`src/rtl/core_mem_arb.sv`:
```
// Two-master round-robin arbiter: instruction (i_*) and data (d_*) ports share one memory
// port (m_*). One transaction in flight; a watchdog turns a stalled memory access into an
// error response. Every output is driven straight from a register.
module core_mem_arb #(
  parameter int unsigned AW      = 32,
  parameter int unsigned DW      = 32,
  parameter int unsigned TIMEOUT = 255
) (
  input  logic            clk,
  input  logic            rst,
  // instruction master
  input  logic            i_req,
  input  logic [AW-1:0]   i_addr,
  output logic            i_ack,
  output logic [DW-1:0]   i_rdata,
  output logic            i_err,
  // data master
  input  logic            d_req,
  input  logic            d_we,
  input  logic [AW-1:0]   d_addr,
  input  logic [DW-1:0]   d_wdata,
  input  logic [DW/8-1:0] d_be,
  output logic            d_ack,
  output logic [DW-1:0]   d_rdata,
  output logic            d_err,
  // memory slave
  output logic            m_req,
  output logic            m_we,
  output logic [AW-1:0]   m_addr,
  output logic [DW-1:0]   m_wdata,
  output logic [DW/8-1:0] m_be,
  input  logic            m_ack,
  input  logic [DW-1:0]   m_rdata
);

  localparam int unsigned BW = DW / 8;
  // Keep the timer at least one bit wide so TIMEOUT = 0 still elaborates.
  localparam int unsigned TW = (TIMEOUT > 0) ? $clog2(TIMEOUT + 1) : 1;
  localparam logic [TW-1:0] TimerLast = TW'(TIMEOUT - 1);
  localparam logic [TW-1:0] TimerMax  = TW'(TIMEOUT);
  localparam bit WatchdogOn = (TIMEOUT != 0);

  typedef enum logic [1:0] {StIdle, StBusy, StResp} state_e;

  state_e          state_q, state_d;
  logic            last_d_q, last_d_d;   // 1: last grant went to the data port
  logic [TW-1:0]   timer_q, timer_d;

  logic            m_req_q, m_req_d;
  logic            m_we_q, m_we_d;
  logic [AW-1:0]   m_addr_q, m_addr_d;
  logic [DW-1:0]   m_wdata_q, m_wdata_d;
  logic [BW-1:0]   m_be_q, m_be_d;

  logic            i_ack_q, i_ack_d;
  logic [DW-1:0]   i_rdata_q, i_rdata_d;
  logic            i_err_q, i_err_d;
  logic            d_ack_q, d_ack_d;
  logic [DW-1:0]   d_rdata_q, d_rdata_d;
  logic            d_err_q, d_err_d;

  logic            sel_data;
  logic            timeout_hit;
  logic            resp_err;
  logic [DW-1:0]   resp_data;

  // Next-state and next-output logic for the arbiter FSM.
  always_comb begin
    state_d   = state_q;
    last_d_d  = last_d_q;
    timer_d   = timer_q;
    m_req_d   = m_req_q;
    m_we_d    = m_we_q;
    m_addr_d  = m_addr_q;
    m_wdata_d = m_wdata_q;
    m_be_d    = m_be_q;
    i_ack_d   = 1'b0;
    i_rdata_d = i_rdata_q;
    i_err_d   = i_err_q;
    d_ack_d   = 1'b0;
    d_rdata_d = d_rdata_q;
    d_err_d   = d_err_q;
    // Tie goes to whichever master was not served last.
    sel_data    = d_req && (!i_req || !last_d_q);
    timeout_hit = WatchdogOn && (timer_q == TimerLast);
    resp_err    = !m_ack;
    resp_data   = m_ack ? m_rdata : '0;

    case (state_q)
      StIdle: begin
        if (i_req || d_req) begin
          state_d   = StBusy;
          last_d_d  = sel_data;
          timer_d   = '0;
          m_req_d   = 1'b1;
          m_we_d    = sel_data ? d_we : 1'b0;
          m_addr_d  = sel_data ? d_addr : i_addr;
          m_wdata_d = sel_data ? d_wdata : '0;
          m_be_d    = sel_data ? d_be : '1;
        end
      end
      StBusy: begin
        if (timer_q != TimerMax) begin
          timer_d = timer_q + TW'(1);
        end
        // m_ack takes priority over a coincident timeout.
        if (m_ack || timeout_hit) begin
          state_d = StResp;
          m_req_d = 1'b0;
          if (last_d_q) begin
            d_ack_d   = 1'b1;
            d_rdata_d = resp_data;
            d_err_d   = resp_err;
          end else begin
            i_ack_d   = 1'b1;
            i_rdata_d = resp_data;
            i_err_d   = resp_err;
          end
        end
      end
      StResp: begin
        // Ack is visible this cycle; no grant so a still-high old request is not reissued.
        state_d = StIdle;
      end
      default: state_d = StIdle;
    endcase
  end

  // State and output registers with synchronous reset.
  always_ff @(posedge clk) begin
    if (rst) begin
      state_q   <= StIdle;
      last_d_q  <= 1'b1;
      timer_q   <= '0;
      m_req_q   <= 1'b0;
      m_we_q    <= 1'b0;
      m_addr_q  <= '0;
      m_wdata_q <= '0;
      m_be_q    <= '0;
      i_ack_q   <= 1'b0;
      i_rdata_q <= '0;
      i_err_q   <= 1'b0;
      d_ack_q   <= 1'b0;
      d_rdata_q <= '0;
      d_err_q   <= 1'b0;
    end else begin
      state_q   <= state_d;
      last_d_q  <= last_d_d;
      timer_q   <= timer_d;
      m_req_q   <= m_req_d;
      m_we_q    <= m_we_d;
      m_addr_q  <= m_addr_d;
      m_wdata_q <= m_wdata_d;
      m_be_q    <= m_be_d;
      i_ack_q   <= i_ack_d;
      i_rdata_q <= i_rdata_d;
      i_err_q   <= i_err_d;
      d_ack_q   <= d_ack_d;
      d_rdata_q <= d_rdata_d;
      d_err_q   <= d_err_d;
    end
  end

  assign m_req   = m_req_q;
  assign m_we    = m_we_q;
  assign m_addr  = m_addr_q;
  assign m_wdata = m_wdata_q;
  assign m_be    = m_be_q;
  assign i_ack   = i_ack_q;
  assign i_rdata = i_rdata_q;
  assign i_err   = i_err_q;
  assign d_ack   = d_ack_q;
  assign d_rdata = d_rdata_q;
  assign d_err   = d_err_q;

endmodule
```
`config.mk`:
```
export PLATFORM = sky130hd
export DESIGN_NAME = core_mem_arb
export DESIGN_NICKNAME = d
export VERILOG_FILES = /design/src/rtl/core_mem_arb.sv
export SDC_FILE = /design/constraint.sdc
export NUM_CORES = 1
export LEC_CHECK = 0
export ABC_AREA = 0
export BUFFER_PORTS_ARGS = -buffer_cell sky130_fd_sc_hd__buf_2
export CORE_MARGIN = 3
export CORE_UTILIZATION = 30
export CTS_CLUSTER_SIZE = 20
export DETAILED_ROUTE_END_ITERATION = 10
export MAX_ROUTING_LAYER = met4
export RECOVER_POWER = 100
export SLEW_MARGIN = 20
export SYNTH_ARGS = -nofsm -noshare
export SYNTH_HDL_FRONTEND = slang
export SYNTH_SLANG_ARGS = --single-unit
```
`constraint.sdc`:
```
create_clock -name clk -period 2.06 [get_ports clk]
set_input_delay 0.412 -clock clk [delete_from_list [all_inputs] [get_ports clk]]
set_output_delay 0.412 -clock clk [all_outputs]
set_load 0.005 [all_outputs]
```
Word-level counts from Yosys, hierarchy flattened
Index checks and enable logic that the tools add are counted. W data, S select, Z words.

Add/subtract/negate cells: 1. Eq/ne operators: 6. Mux-type cells: 16. Bitwise operators: 3. Reductions and logical operators: 16.

Operator list (number): $mux W32 (3); $mux W8 (2); $pmux W8 S2 (1); $reduce_and A3 Y1 (4); $add A8 B1 Y8 const B (1); $eq A8 B8 Y1 const B (1); $ne A8 B8 Y1 const B (1); $ne A2 B2 Y1 const B (3); $mux W1 (5); $mux W2 (2); $mux W4 (1); $pmux W2 S2 (1); $reduce_and A2 Y1 (2); $logic_not A1 Y1 (3); $logic_or A1 B1 Y1 (3); $not A1 Y1 (3); $reduce_or A3 Y1 (1); $eq A2 B1 Y1 const B (1); $logic_not A2 Y1 (1); $pmux W1 S2 (1); $reduce_bool A2 Y1 (1); $logic_and A1 B1 Y1 (1).

Register bits after elaboration: 149. Input bits: 138. Output and inout bits: 138. Logic and storage cells: 56.

Longest topological paths before layout
Depth after elaboration: 4. Gate-level depth with buffers: 6. Mapped depth without buffers: 5.

Least setup slack after synthesis
Ideal clock, no wire load.

Kind: flip-flop to flip-flop. From: register timer_q[0]. To: register timer_q[7]. Library setup time: 0.135 ns. Arrival: 1.389 ns. Required time: 1.925 ns. Path slack: 0.535 ns. Stages on the path, launching flop included: 6. Buffers on the path: 0. Clock period less this slack: 1.525 ns. Cells stage by stage: dfxtp_1 ha_1 and3_1 and3_2 o21bai_1 o221ai_1.

Longest elaborated chain between the ends: 3. Elaborated cells on any way between the ends: 6. Those cells by class: 1 x add/sub; 2 x eq/ne; 2 x mux; 1 x reduce/logical.

RTL lines: start: declaration (RTL line 47) `logic [TW-1:0] timer_q, timer_d;`; start signal: assignment (RTL line 149) `timer_q <= timer_d;`; $add A8 B1 Y8 / $ne A8 B8 Y1 (equally long branches) (RTL line 104, 103); $mux W8 / $ne A2 B2 Y1 (equally long branches); $pmux W8 S2 / $reduce_and A3 Y1 (equally long branches).

Parallel ways exist; a longest one is shown, timed or not. The select of a mux whose other input is x is not followed. A chain may end at the register's enable or synchronous reset.

Worst setup path in the final report
From: register timer_q[5]. To: register d_rdata_q[16] (netlist: d_rdata[16]).

Longest elaborated chain between the ends: 3.

RTL lines: $eq A8 B8 Y1 (RTL line 85) `timeout_hit = WatchdogOn && (timer_q == TimerLast);`; $logic_or A1 B1 Y1 (RTL line 107) `if (m_ack || timeout_hit) begin`; $reduce_and A3 Y1 (no line); end signal: assignment (RTL line 159) `d_rdata_q <= d_rdata_d;`; end: declaration (RTL line 59) `logic [DW-1:0] d_rdata_q, d_rdata_d;`.

No other way between the ends.

==> results.json <==
{
  "clk_latency_ps": 420,
  "worstMarginPinSlew_ps": 672,
  "synth_top_cells_by_area": "dfxtp_1 53%, a32o_1 11%, nand2_1 5.0%",
  "globalplace.congestion": 0.765,
  "synth.largest_area_cell": "dfxtp_1",
  "critPathLaunchType": "flop",
  "synth_xor_area_frac": 0.00156,
  "total_power_mw": 7.31,
  "arrival_ps": 2140,
  "track_usage": 0.163,
  "synth_top_family_by_area": "compound AO/OA/AOI/OAI gates",
  "slew_headroom": 0.552,
  "cts_sinks": 149,
  "drive_gt1_frac": 0.310,
  "placed_cell_area_um2": 7110,
  "slew_violations": 0,
  "rows": 49,
  "yosys_warnings": 0,
  "hold_ws_ps": 229,
  "worstSetupPathType": "flop to flop",
  "finalSetupViolCount": 0,
  "switching_share": 0.261,
  "grt_pass1_wl_mm": 25.5,
  "post_drt_wl_per_cell_um": 16.0,
  "ios": 276,
  "status": "finished, final reports clean",
  "skew_ps": 10.2,
  "avgSynthCellArea_um2": 10.4,
  "combPwrFrac": 0.120,
  "fp.dieH_um": 143,
  "p_switching_mw": 1.91,
  "cts_resized": 0,
  "hp-class": "input port to flop",
  "antenna_found_initial": 2,
  "synth_cell_types": 46,
  "r2r_start": "timer_q[5]$_SDFFE_PP0P_",
  "synthCells": 542,
  "vias": 5209,
  "synth-compound-area-share": 0.259,
  "grt_overflow": 0,
  "post-route-period-util": 0.890,
  "antenna_left": 0,
  "p_leak_nw": 3.17,
  "synthMuxAreaShare": 0,
  "place_inst": 1011,
  "htree_levels": 4,
  "drt-total-wl_mm": 16.8,
  "clockRootBuffer": "clkbuf_16",
  "internal-power_mw": 5.40,
  "die_x_um": 143,
  "fin_setup_tns_ps": 0,
  "syn_area_um2": 5610,
  "die_area_um2": 20400,
  "end_kind": "flop",
  "postCtsSetupBuffers": 0,
  "grt_pass1_vias": 4981,
  "synthSimpleGateAreaFrac": 0.134,
  "cts.hold.buffers_added": 0,
  "period_needed_ps": 1830,
  "drv_cap": 0,
  "cp-startpoint": "timer_q[5]$_SDFFE_PP0P_",
  "ir_worst_vdd_mv": 0.520,
  "yosysTopAreaCellShare": 0.531,
  "first_pass_iters": 6,
  "initial_core_util": 0.309,
  "cts_made_buffers": 17,
  "fmax_mhz": 546,
  "grt_max_degree": 66,
  "area_delta_synth_final_pct": 34.9,
  "drtIter0Drc": 191,
  "cp.required_ps": 2360,
  "ys_seq_area_frac": 0.531,
  "worst-path-max-fanout": 32,
  "fp.coreArea_um2": 18100,
  "clk_pin_slew_ps": 70,
  "clkPwrFrac": 0.451,
  "cts_buffer_depth": 2,
  "synthAdderAreaFrac": 0.00446,
  "layoutNonFillerInstCount": 1045,
  "ys_seq_elements": 149,
  "drc": 0,
  "numPortBuffers": 275,
  "viasPerCell": 4.98,
  "seqPwrFrac": 0.429,
  "rsz0062_at_grt": "no",
  "final_area_um2": 7570,
  "hpwl_mm": 12.1,
  "cts_tree": "done",
  "syn-num-nets": 682,
  "final_hold_viol_count": 0,
  "fin_nets": 941,
  "p_per_area_nw_per_um2": 965,
  "worstHoldStart": "d_wdata[1]"
}
[area by class of cell]
cell class | count | area (um2)
multi-input cells | 336 | 2210
inverters | 6 | 22.5
well taps | 229 | 287
diodes | 2 | 5.00
clock inverters | 14 | 191
repair buffers | 291 | 1430
flip-flops and latches | 149 | 2980
fillers | 1866 | 10600
clock buffers | 18 | 439
[power groups by stage]
stage               sequential, mW  clock (mW)  combinational (mW)
floorplan                     3.20           0               0.514
global placement              3.20           0               0.921
detailed placement            3.19           0               0.934
CTS                           3.13        3.39               0.934
global route                  3.15        3.51               0.977
finish                        3.13        3.30               0.876
[synth_stat cells, drive strengths merged]
master	count
a21boi	1
a211o	1
clkbuf	16
inv	6
o221ai	1
or4	2
o21bai	1
ha	2
nand2	75
o21ai	2
nand3	5
a22oi	34
and4	2
nor3	2
o22ai	5
o211ai	3
buf	31
a211oi	4
dfxtp	149
dlymetal6s2s	4
nand4	1
xnor2	1
or3	1
and2b	1
and2	3
or2	2
a311oi	32
a21oi	8
a41o	1
and3	4
nand2b	2
a32o	64
nor2b	4
nor2	72
[cell families (layout without fill, tap and decap cells)]
group,Yosys count,after routing
buf+inv,57,329
simple gates,176,176
xor+xnor,1,1
compound gates,157,157
flops,149,149
other cells,0,2
fa+ha+maj,2,2
[per-layer routing]
layer	track usage	vias up	part of all wire
met5	-	-	0
li1	-	2547	-
met4	0.0525	0	0.0078
met1	0.196	2431	0.44
met3	0.0486	8	0.075
met2	0.261	223	0.48
[critical path, cell delays in order (launching register included)]
cell     delay (ps)
dfxtp_1         410
and4_1          290
a41o_1          410
a21oi_4          80
buf_4           260
a32o_1          250
[sequential cells by signal, indices dropped and copies added, names as in the netlist, 2 cells and up]
signal	flops
d_rdata	32
timer_q	8
state_q	2
m_be	4
m_addr	32
i_rdata	32
m_wdata	32
[final timing paths]
path | to | slack [ps] | cells past startpoint
setup / recovery | d_rdata[16]$_SDFFE_PP0P_ | 230 | 5
hold / removal | m_wdata[1]$_SDFFE_PP0P_ | 230 | 3
setup reg to reg | d_rdata[16]$_SDFFE_PP0P_ | 230 | 5
hold reg to reg | d_rdata[10]$_SDFFE_PP0P_ | 460 | 1
[cell usage in the layout, fill, tap and decap left out, types with 3 or more instances in the layout]
master       n
a311oi_2     7
inv_8        3
buf_4        9
buf_12       4
o22ai_1      5
a311oi_1    25
clkbuf_16   17
clkinv_4     3
a211oi_1     4
nand3_1      5
a21oi_1      6
a22oi_1     34
o211ai_1     3
inv_1        6
inv_6        3
clkbuf_1    87
bufinv_16    3
buf_2      186
dfxtp_1    149
a32o_1      64
nand2_1     75
nor2_1      72
[metrics by stage]
| stage | util | worst slack [ps] |
|---|---|---|
| after floorplan | - | 535 |
| after global placement | 0.392 | 357 |
| after CTS | 0.427 | 284 |
| after global routing | 0.417 | 98.2 |
| after detailed placement | 0.392 | 297 |
| final | 0.417 | 227 |
Power figures use the tool's default switching activity.
